==> config.mk <==
export PLATFORM = sky130hd
export DESIGN_NAME = msrv32_dbus_ctrl_flat
export DESIGN_NICKNAME = d
export VERILOG_FILES = /design/src/rtl/msrv32_pkg.sv /design/src/rtl/msrv32_dbus_ctrl_if.sv /design/src/rtl/msrv32_misalign_chk.sv /design/src/rtl/msrv32_dbus_ctrl.sv /design/src/flat_wrapper.sv
export SDC_FILE = /design/constraint.sdc
export NUM_CORES = 1
export LEC_CHECK = 0
export BUFFER_PORTS_ARGS = -buffer_cell sky130_fd_sc_hd__buf_4
export CORE_ASPECT_RATIO = 1.5
export CORE_MARGIN = 8
export CORE_UTILIZATION = 40
export DETAILED_ROUTE_END_ITERATION = 8
export GPL_ROUTABILITY_DRIVEN = 0
export PLACE_DENSITY = 0.68
export REMOVE_ABC_BUFFERS = 1
export SETUP_SLACK_MARGIN = 0.5
export SYNTH_ARGS = -nofsm -noshare
export SYNTH_HDL_FRONTEND = slang
export SYNTH_SLANG_ARGS = --single-unit
==> constraint.sdc <==
create_clock -name clk_in -period 3.85 [get_ports clk_in]
set_input_delay 0.385 -clock clk_in [delete_from_list [all_inputs] [get_ports clk_in]]
set_output_delay 0.385 -clock clk_in [all_outputs]
set_load 0.03 [all_outputs]
==> src/rtl/msrv32_pkg.sv <==
// msrv32_pkg: shared AHB, access-size and data-bus FSM definitions
package msrv32_pkg;
  localparam logic [1:0] HTRANS_IDLE = 2'b00;
  localparam logic [1:0] HTRANS_NONSEQ = 2'b10;
  localparam logic [1:0] SZ_BYTE = 2'b00;
  localparam logic [1:0] SZ_HALF = 2'b01;
  localparam logic [1:0] SZ_WORD = 2'b10;
  typedef enum logic [2:0] {ST_IDLE, ST_ADDR, ST_DATA, ST_ERR, ST_RESP} state_t;
endpackage

==> src/rtl/msrv32_dbus_ctrl_if.sv <==
// msrv32_dbus_ctrl_if: core request/response and AHB-Lite data-port signals
interface msrv32_dbus_ctrl_if;
  logic req_valid_in, req_ready_out, req_write_in;
  logic [31:0] req_addr_in, req_wdata_in;
  logic [1:0] req_size_in;
  logic [3:0] req_mask_in;
  logic rsp_valid_out, rsp_err_out, stall_out;
  logic [31:0] rsp_rdata_out;
  logic [31:0] ahb_haddr_out, ahb_hwdata_out, ahb_hrdata_in;
  logic [1:0] ahb_htrans_out;
  logic ahb_hwrite_out, ahb_hready_in, ahb_hresp_in;
  logic [2:0] ahb_hsize_out;
  logic [3:0] ahb_hwstrb_out;
  modport master (
    input req_valid_in, req_write_in, req_addr_in, req_size_in, req_wdata_in, req_mask_in,
    input ahb_hready_in, ahb_hresp_in, ahb_hrdata_in,
    output req_ready_out, rsp_valid_out, rsp_rdata_out, rsp_err_out, stall_out,
    output ahb_haddr_out, ahb_htrans_out, ahb_hwrite_out, ahb_hsize_out, ahb_hwdata_out, ahb_hwstrb_out
  );
  modport slave (
    output req_valid_in, req_write_in, req_addr_in, req_size_in, req_wdata_in, req_mask_in,
    output ahb_hready_in, ahb_hresp_in, ahb_hrdata_in,
    input req_ready_out, rsp_valid_out, rsp_rdata_out, rsp_err_out, stall_out,
    input ahb_haddr_out, ahb_htrans_out, ahb_hwrite_out, ahb_hsize_out, ahb_hwdata_out, ahb_hwstrb_out
  );
endinterface

==> src/rtl/msrv32_misalign_chk.sv <==
// msrv32_misalign_chk: flags accesses not naturally aligned to their size
module msrv32_misalign_chk
  import msrv32_pkg::*;
(
  input  logic [1:0] addr,
  input  logic [1:0] size,
  output logic       err
);
  assign err = (size == SZ_HALF && addr[0]) || (size == SZ_WORD && addr != 2'b00) || size == 2'b11;
endmodule

==> src/rtl/msrv32_dbus_ctrl.sv <==
// msrv32_dbus_ctrl: sequences single loads/stores onto the AHB-Lite data port
module msrv32_dbus_ctrl
  import msrv32_pkg::*;
#(
  parameter int TIMEOUT_CYCLES = 255
) (
  input logic clk_in,
  input logic rst_in,
  msrv32_dbus_ctrl_if.master bus
);
  localparam int CW = TIMEOUT_CYCLES < 2 ? 1 : $clog2(TIMEOUT_CYCLES + 1);
  state_t state, state_n;
  logic err_n, mis, wr_q, ready_q, stall_q, rsp_valid_q, rsp_err_q;
  logic [31:0] addr_q, wdata_q, rdata_q, hwdata_q;
  logic [1:0] size_q, htrans_q;
  logic [3:0] mask_q, hwstrb_q;
  logic [CW-1:0] cnt;
  msrv32_misalign_chk u_chk (.addr(bus.req_addr_in[1:0]), .size(bus.req_size_in), .err(mis));
  always_comb begin
    state_n = state;
    err_n = 1'b0;
    case (state)
      ST_IDLE: if (bus.req_valid_in) begin
        state_n = mis ? ST_RESP : ST_ADDR;
        err_n = mis;
      end
      ST_ADDR: state_n = bus.ahb_hready_in ? ST_DATA : ST_ADDR;
      ST_DATA: if (bus.ahb_hready_in) begin
        state_n = ST_RESP;
        err_n = bus.ahb_hresp_in;
      end else if (bus.ahb_hresp_in) begin
        state_n = ST_ERR;
      end else if (cnt == CW'(TIMEOUT_CYCLES)) begin
        state_n = ST_RESP;
        err_n = 1'b1;
      end
      ST_ERR: if (bus.ahb_hready_in) begin
        state_n = ST_RESP;
        err_n = 1'b1;
      end
      ST_RESP: state_n = ST_IDLE;
      default: state_n = ST_IDLE;
    endcase
  end
  always_ff @(posedge clk_in) begin
    if (rst_in) begin
      state <= ST_IDLE;
      wr_q <= 1'b0;
      addr_q <= '0;
      size_q <= '0;
      wdata_q <= '0;
      mask_q <= '0;
      cnt <= '0;
      htrans_q <= HTRANS_IDLE;
      hwdata_q <= '0;
      hwstrb_q <= '0;
      rsp_valid_q <= 1'b0;
      rsp_err_q <= 1'b0;
      rdata_q <= '0;
      stall_q <= 1'b0;
      ready_q <= 1'b1;
    end else begin
      state <= state_n;
      if (state == ST_IDLE && bus.req_valid_in) begin
        wr_q <= bus.req_write_in;
        addr_q <= bus.req_addr_in;
        size_q <= bus.req_size_in;
        wdata_q <= bus.req_wdata_in;
        mask_q <= bus.req_mask_in;
      end
      cnt <= state != ST_DATA ? '0 : cnt + CW'(cnt != CW'(TIMEOUT_CYCLES) && !bus.ahb_hready_in && !bus.ahb_hresp_in);
      htrans_q <= state_n == ST_ADDR ? HTRANS_NONSEQ : HTRANS_IDLE;
      hwdata_q <= state_n == ST_DATA && wr_q ? wdata_q : '0;
      hwstrb_q <= state_n == ST_DATA && wr_q ? mask_q : '0;
      rsp_valid_q <= state_n == ST_RESP;
      rsp_err_q <= state_n == ST_RESP && err_n;
      rdata_q <= state == ST_DATA && state_n == ST_RESP && !err_n && !wr_q ? bus.ahb_hrdata_in : '0;
      stall_q <= state_n inside {ST_ADDR, ST_DATA, ST_ERR};
      ready_q <= state_n == ST_IDLE;
    end
  end
  assign bus.req_ready_out = ready_q;
  assign bus.stall_out = stall_q;
  assign bus.rsp_valid_out = rsp_valid_q;
  assign bus.rsp_err_out = rsp_err_q;
  assign bus.rsp_rdata_out = rdata_q;
  assign bus.ahb_haddr_out = addr_q;
  assign bus.ahb_hwrite_out = wr_q;
  assign bus.ahb_hsize_out = {1'b0, size_q};
  assign bus.ahb_htrans_out = htrans_q;
  assign bus.ahb_hwdata_out = hwdata_q;
  assign bus.ahb_hwstrb_out = hwstrb_q;
endmodule

==> src/flat_wrapper.sv <==
// flat-port wrapper written by rule: the top's interface ports become plain ports
module msrv32_dbus_ctrl_flat import msrv32_pkg::*;
#(
  parameter int TIMEOUT_CYCLES = 255
)
  (clk_in, rst_in, bus_req_valid_in, bus_req_write_in, bus_req_addr_in, bus_req_size_in, bus_req_wdata_in, bus_req_mask_in, bus_ahb_hready_in, bus_ahb_hresp_in, bus_ahb_hrdata_in, bus_req_ready_out, bus_rsp_valid_out, bus_rsp_rdata_out, bus_rsp_err_out, bus_stall_out, bus_ahb_haddr_out, bus_ahb_htrans_out, bus_ahb_hwrite_out, bus_ahb_hsize_out, bus_ahb_hwdata_out, bus_ahb_hwstrb_out);
  msrv32_dbus_ctrl_if bus_i ();
  input logic clk_in;
  input logic rst_in;
  input wire logic [$bits(bus_i.req_valid_in)-1:0] bus_req_valid_in;
  input wire logic [$bits(bus_i.req_write_in)-1:0] bus_req_write_in;
  input wire logic [$bits(bus_i.req_addr_in)-1:0] bus_req_addr_in;
  input wire logic [$bits(bus_i.req_size_in)-1:0] bus_req_size_in;
  input wire logic [$bits(bus_i.req_wdata_in)-1:0] bus_req_wdata_in;
  input wire logic [$bits(bus_i.req_mask_in)-1:0] bus_req_mask_in;
  input wire logic [$bits(bus_i.ahb_hready_in)-1:0] bus_ahb_hready_in;
  input wire logic [$bits(bus_i.ahb_hresp_in)-1:0] bus_ahb_hresp_in;
  input wire logic [$bits(bus_i.ahb_hrdata_in)-1:0] bus_ahb_hrdata_in;
  output wire logic [$bits(bus_i.req_ready_out)-1:0] bus_req_ready_out;
  output wire logic [$bits(bus_i.rsp_valid_out)-1:0] bus_rsp_valid_out;
  output wire logic [$bits(bus_i.rsp_rdata_out)-1:0] bus_rsp_rdata_out;
  output wire logic [$bits(bus_i.rsp_err_out)-1:0] bus_rsp_err_out;
  output wire logic [$bits(bus_i.stall_out)-1:0] bus_stall_out;
  output wire logic [$bits(bus_i.ahb_haddr_out)-1:0] bus_ahb_haddr_out;
  output wire logic [$bits(bus_i.ahb_htrans_out)-1:0] bus_ahb_htrans_out;
  output wire logic [$bits(bus_i.ahb_hwrite_out)-1:0] bus_ahb_hwrite_out;
  output wire logic [$bits(bus_i.ahb_hsize_out)-1:0] bus_ahb_hsize_out;
  output wire logic [$bits(bus_i.ahb_hwdata_out)-1:0] bus_ahb_hwdata_out;
  output wire logic [$bits(bus_i.ahb_hwstrb_out)-1:0] bus_ahb_hwstrb_out;
  assign bus_i.req_valid_in = bus_req_valid_in;
  assign bus_i.req_write_in = bus_req_write_in;
  assign bus_i.req_addr_in = bus_req_addr_in;
  assign bus_i.req_size_in = bus_req_size_in;
  assign bus_i.req_wdata_in = bus_req_wdata_in;
  assign bus_i.req_mask_in = bus_req_mask_in;
  assign bus_i.ahb_hready_in = bus_ahb_hready_in;
  assign bus_i.ahb_hresp_in = bus_ahb_hresp_in;
  assign bus_i.ahb_hrdata_in = bus_ahb_hrdata_in;
  assign bus_req_ready_out = bus_i.req_ready_out;
  assign bus_rsp_valid_out = bus_i.rsp_valid_out;
  assign bus_rsp_rdata_out = bus_i.rsp_rdata_out;
  assign bus_rsp_err_out = bus_i.rsp_err_out;
  assign bus_stall_out = bus_i.stall_out;
  assign bus_ahb_haddr_out = bus_i.ahb_haddr_out;
  assign bus_ahb_htrans_out = bus_i.ahb_htrans_out;
  assign bus_ahb_hwrite_out = bus_i.ahb_hwrite_out;
  assign bus_ahb_hsize_out = bus_i.ahb_hsize_out;
  assign bus_ahb_hwdata_out = bus_i.ahb_hwdata_out;
  assign bus_ahb_hwstrb_out = bus_i.ahb_hwstrb_out;
  msrv32_dbus_ctrl #(.TIMEOUT_CYCLES(TIMEOUT_CYCLES)) u_core (.clk_in(clk_in), .rst_in(rst_in), .bus(bus_i));
endmodule
==> results of run 1 <==
layer usage:
layer  vias up  wire (um)  track usage (%)
li1       2318          -                -
met1      2124       5510             15.8
met2       184       7580             28.2
met3        34       1290             7.70
met4         0        607             9.43
met5         -          0                0
layout make-up:
type,count,area (um^2),share of cell area (%)
flip-flops and latches,155,3100,41.0
multi-input cells,381,2000,26.4
repair buffers,219,1640,21.7
clock buffers,18,429,5.66
well taps,162,203,2.68
clock inverters,14,183,2.41
inverters,5,18.8,0.248
report_power, final:
part           switching (mW)  total (mW)  leakage (nW)  internal (mW)
clock network           0.678        1.71         0.301           1.04
logic                   0.258       0.419          1.66          0.161
registers              0.0332        1.70          1.26           1.67
total                   0.969        3.83          3.22           2.86
kinds of logic (layout without fill, tap and decap cells):
family	Yosys count	count (layout)	share of synthesized area, %
DFF	155	155	57.9
xor gates and xnor gates	6	6	0.980
AOI/OAI and AO/OA	88	88	8.82
and+or+nand+nor	283	283	26.6
adders and majority gates	2	2	0.467
other	1	2	0.0699
buffers and inverters	53	256	5.16
synthesized netlist by cell type, types with 4 or more instances:
library cell	number	area share, %
a21oi_1	74	6.9
and2_1	32	3.7
buf_2	5	0.47
buf_4	5	0.70
buf_6	7	1.5
clkbuf_1	31	2.2
dfxtp_1	155	58
inv_1	5	0.35
nand2_1	182	13
nor2_1	13	0.91
nor4_1	19	2.2
nor4_2	19	4.4
o21ai_0	4	0.37
metrics by stage:
stage	setup WS (ns)	instances	area [um^2]
detailed placement	1.14	922	6970
global route	1.10	954	7580
floorplan	-4.42	541	5110
CTS	1.32	954	7580
global placement	1.20	922	6970
finish	1.37	954	7580
registers in the layout, indices dropped and copies added, names as in the netlist, 2 cells and up:
register,count
u_core.state,3
u_core.cnt,8
u_core.bus.rsp_rdata_out,32
u_core.mask_q,4
u_core.bus.ahb_haddr_out,32
u_core.bus.ahb_hwstrb_out,4
u_core.wdata_q,32
u_core.bus.ahb_hwdata_out,32
u_core.size_q,2
worst paths after layout:
path	startpoint	endpoint	slack, ns	depth (start not counted)
worst min register to register	u_core.wdata_q[6]	u_core.bus.ahb_hwdata_out[6]	0.44	2
worst max register to register	u_core.state[1]	u_core.bus.rsp_rdata_out[25]	1.37	3
worst min-delay path	bus_ahb_hrdata_in[16]	u_core.bus.rsp_rdata_out[16]	0.17	2
worst max-delay path	u_core.state[1]	u_core.bus.rsp_rdata_out[25]	1.37	3
==> impl_metrics.ini, run 1 <==
[grt]
overflow = 0
grt_pass1_wl_um = 23100
antenna_found_initial = 0
grt_pass1_vias = 4785
track_usage_pct = 16.4
grt_max_degree = 73

[synth]
ys_seq_area_share_pct = 57.9
avgSynthCellArea_um2 = 9.12
synth-seq-cells = 155
ys.flop_type = dfxtp_1
synth_cells = 588
synth_cell_types = 36
synth_async_sr_flop_share_pct = 0
ys_warn_count = 0
syn_area_mm2 = 0.00536
synth-edff-count = 0

[critical_path]
critPathKind = flip-flop to flip-flop
worstPathRequired_ns = 4.20
end_kind = flip-flop
worstPathCellList = or4b_1 > nor4_4 > and2_1
critPathBufInv = 0
slowest_delay_ns = 0.92
start_kind = flip-flop
critPathArrivalTime_ns = 2.83
crit_slowest_cell = nor4_4
crit_family = simple AND/OR/NAND/NOR gates
critPathMaxFanout = 32

[cells_and_area]
fin_nets = 889
final_common_cell = buf_4
fill_cells = 1199
utilization_pct = 57.1
diodes = 0
layout_common_cells = buf_4 (219), nand2_1 (181), dfxtp_1 (155), a21oi_1 (74), and2_1 (32)
final_layout_size_suffix_gt1_share_pct = 34.8
syn2layout_area_growth_pct = 41.3

[sta]
rsz0062_at_grt = false
setup_tns_ns = 0
hold_viol = 0
min_period_ns = 2.48
tightest_slew_ns = 1.13
clock_skew_ns = 0.00872
fin_crit_sh_pct = 64.5
fmax_mhz = 403
drv_slew = 0
hold_ws_ns = 0.171
setup_viol = 0
timing.max_slew.rel_slack_pct = 24.2

[cts]
cts_tree = yes
post_cts_buffers = 0
cts_buffer_depth = 2
clk_latency_ns = 0.41
cts_buffers = 17
numClockSinks = 155
clkSlewWorstSetupHoldPaths_ns = 0.07
root_buffer = clkbuf_16
cts_hold_buf = 0
cts_resized = 0
cts_max_level = 4

[flow_run]
drv_cap = 0

[power_and_ir_drop]
power.leakage_nw = 3.22
total_power_mw = 3.83
power_density_mw_per_mm2 = 506
peakVddDrop_uv = 331

[drt]
drc = 0
dr.pass1.iters = 4
antenna_left = 0
wl_per_cell_um = 15.7
vias = 4660
routed_wl_um = 15000
via_per_inst = 4.88
drtIter0Drc = 248

[floorplan]
die_w_um = 111
start_util_pct = 40.4
ios = 218
die_area_mm2 = 0.0174
core_area_mm2 = 0.0133
num_rows = 52
dieHeight_um = 158

[status]
outcome = finished, final reports clean

[placed_design]
io_buffer_count = 215
hpwl_um = 10600

[worst_hold_path]
hold_class = primary input to flip-flop
Note: power is estimated with default switching activity, not from simulation.
==> inputs of run 2 (changes only) <==
--- a/config.mk
+++ b/config.mk
@@ -11,7 +11,7 @@
 export CORE_UTILIZATION = 40
 export DETAILED_ROUTE_END_ITERATION = 8
 export GPL_ROUTABILITY_DRIVEN = 0
-export PLACE_DENSITY = 0.68
+export PLACE_DENSITY = 0.71
 export REMOVE_ABC_BUFFERS = 1
 export SETUP_SLACK_MARGIN = 0.5
 export SYNTH_ARGS = -nofsm -noshare
==> constraint.sdc (replaced) <==
create_clock -name clk_in -period 2.01 [get_ports clk_in]
set_input_delay 0.201 -clock clk_in [delete_from_list [all_inputs] [get_ports clk_in]]
set_output_delay 0.201 -clock clk_in [all_outputs]
set_load 0.03 [all_outputs]
==> run 2 against run 1 <==
Clock skew barely moved. Final area up 18%. Largest power group unchanged. Die area stayed put.
==> impl_metrics.ini, run 2 (synthesis results as in run 1) <==
[critical_path]
end_kind = flip-flop
critPathKind = flip-flop to flip-flop
start_kind = flip-flop
r2r_cells = 4
critPathMaxFanout = 9
critPathBufInv = 1
worstPathCellList = or4b_4 > o22a_4 > clkbuf_16 > nor4_2
critPathArrivalTime_ns = 2.06
crit_family = simple AND/OR/NAND/NOR gates
crit_slowest_cell = or4b_4
slowest_delay_ns = 0.51
worstPathRequired_ns = 2.32
cp.depth = 4

[drt]
via_per_inst = 5.07
dr.pass1.iters = 5
drtIter0Drc = 236
routed_wl_um = 19900
antenna_left = 0
wl_per_cell_um = 19.2
drc = 0
vias = 5249

[cts]
cts_max_level = 4
cts_tree = yes
root_buffer = clkbuf_16
cts_buffers = 17
clkSlewWorstSetupHoldPaths_ns = 0.07
cts_buffer_depth = 2
numClockSinks = 155
clk_latency_ns = 0.42

[floorplan]
die_area_mm2 = 0.0174
core_area_mm2 = 0.0133
start_util_pct = 40.4
die_w_um = 111
dieHeight_um = 158
ios = 218
num_rows = 52

[flow_run]
drv_cap = 0

[power_and_ir_drop]
power_density_mw_per_mm2 = 880
peakVddDrop_uv = 471
power.leakage_nw = 3.78

[cells_and_area]
syn2layout_area_growth_pct = 67.0
diodes = 0
fill_cells = 967
utilization_pct = 67.5
seq_area_mm2 = 0.00313
multi_input_area_mm2 = 0.00228
fin_cells = 1035
layout_common_cells = buf_4 (239), nand2_1 (176), dfxtp_1 (144), a21oi_1 (70), dlygate4sd3_1 (33)
final_common_cell = buf_4
fin_nets = 971
final_layout_size_suffix_gt1_share_pct = 42.6

[grt]
track_usage_pct = 18.8
antenna_found_initial = 0
grt_pass1_vias = 5098
grt_max_degree = 82
grt_pass1_wl_um = 26400
overflow = 0

[sta]
timing.max_slew.rel_slack_pct = 31.1
rsz0062_at_grt = true
clock_skew_ns = 0.00889
worst_slack_ns = 0.257
hold_viol = 0
min_period_ns = 1.75
drv_slew = 0
setup_viol = 0
fmax_mhz = 570
fin_crit_sh_pct = 87.2
tightest_slew_ns = 1.03

[placed_design]
io_buffer_count = 215
place_ws_ns = 0.224
hpwl_um = 11400
placedCellCount = 933

[worst_hold_path]
hold_class = primary input to flip-flop
worstHoldPathCells = 3

[status]
outcome = finished, final reports clean
[run 2: worst register-to-register path, stage by stage, from the launching register on]
cell and delay, ns:
dfxtp_4 0.37, or4b_4 0.51, o22a_4 0.28, clkbuf_16 0.21, nor4_2 0.29
[run 2: worst paths after layout]
check	startpoint	slack (ns)	endpoint
worst min register to register	u_core.mask_q[1]	0.45	u_core.bus.ahb_hwstrb_out[1]
worst max register to register	u_core.state[0]	0.26	u_core.bus.ahb_hwdata_out[9]
worst min-delay path	bus_req_addr_in[13]	0.03	u_core.bus.ahb_haddr_out[13]
worst max-delay path	u_core.state[0]	0.26	u_core.bus.ahb_hwdata_out[9]
[run 2: power by group]
| group | switching, mW | total (mW) | internal, mW |
|---|---|---|---|
| sequential | 0.0664 | 3.25 | 3.19 |
| combinational | 0.657 | 1.22 | 0.567 |
| clock | 1.28 | 3.41 | 2.12 |
| total | 2.01 | 7.88 | 5.88 |
[run 2: layout make-up]
| class | instances | share of cell area [%] |
|---|---|---|
| Sequential cell | 155 | 34.9 |
| Timing Repair Buffer | 301 | 30.1 |
| Multi-Input combinational cell | 381 | 25.5 |
| Clock buffer | 19 | 4.94 |
| Tap cell | 162 | 2.26 |
| Clock inverter | 12 | 2.10 |
| Inverter | 5 | 0.210 |
[run 2: repair_timing]
item / 4_1_cts / 5_1_grt
pin swaps: 6 / 25
setup endpoints to repair: 137 / 151
hold buffers: 32 / 1
setup buffers: 8 / 14
hold endpoints to repair: 32 / 1
gates cloned: 2 / 14
gates resized for setup: 32 / 56
[run 2: through the flow]
stage                     hold slack, ns  TNS, ns  area, um^2  power, mW
after global placement             0.402        0        7100       4.16
after global routing              0.0171        0        8960       8.14
final                             0.0264        0        8960       7.88
after CTS                        0.00180        0        8300       7.68
after detailed placement           0.405        0        7100       4.18
after floorplan                    0.270  -565.46        5110       3.73
[run 2: layer usage]
| metal | global-route usage [%] | wire length, um | vias to the layer above |
|---|---|---|---|
| met2 | 33.6 | 10800 | 240 |
| met5 | 0 | 0 | - |
| met4 | 9.04 | 554 | 0 |
| met3 | 8.65 | 1640 | 42 |
| li1 | - | - | 2488 |
| met1 | 17.9 | 6930 | 2479 |
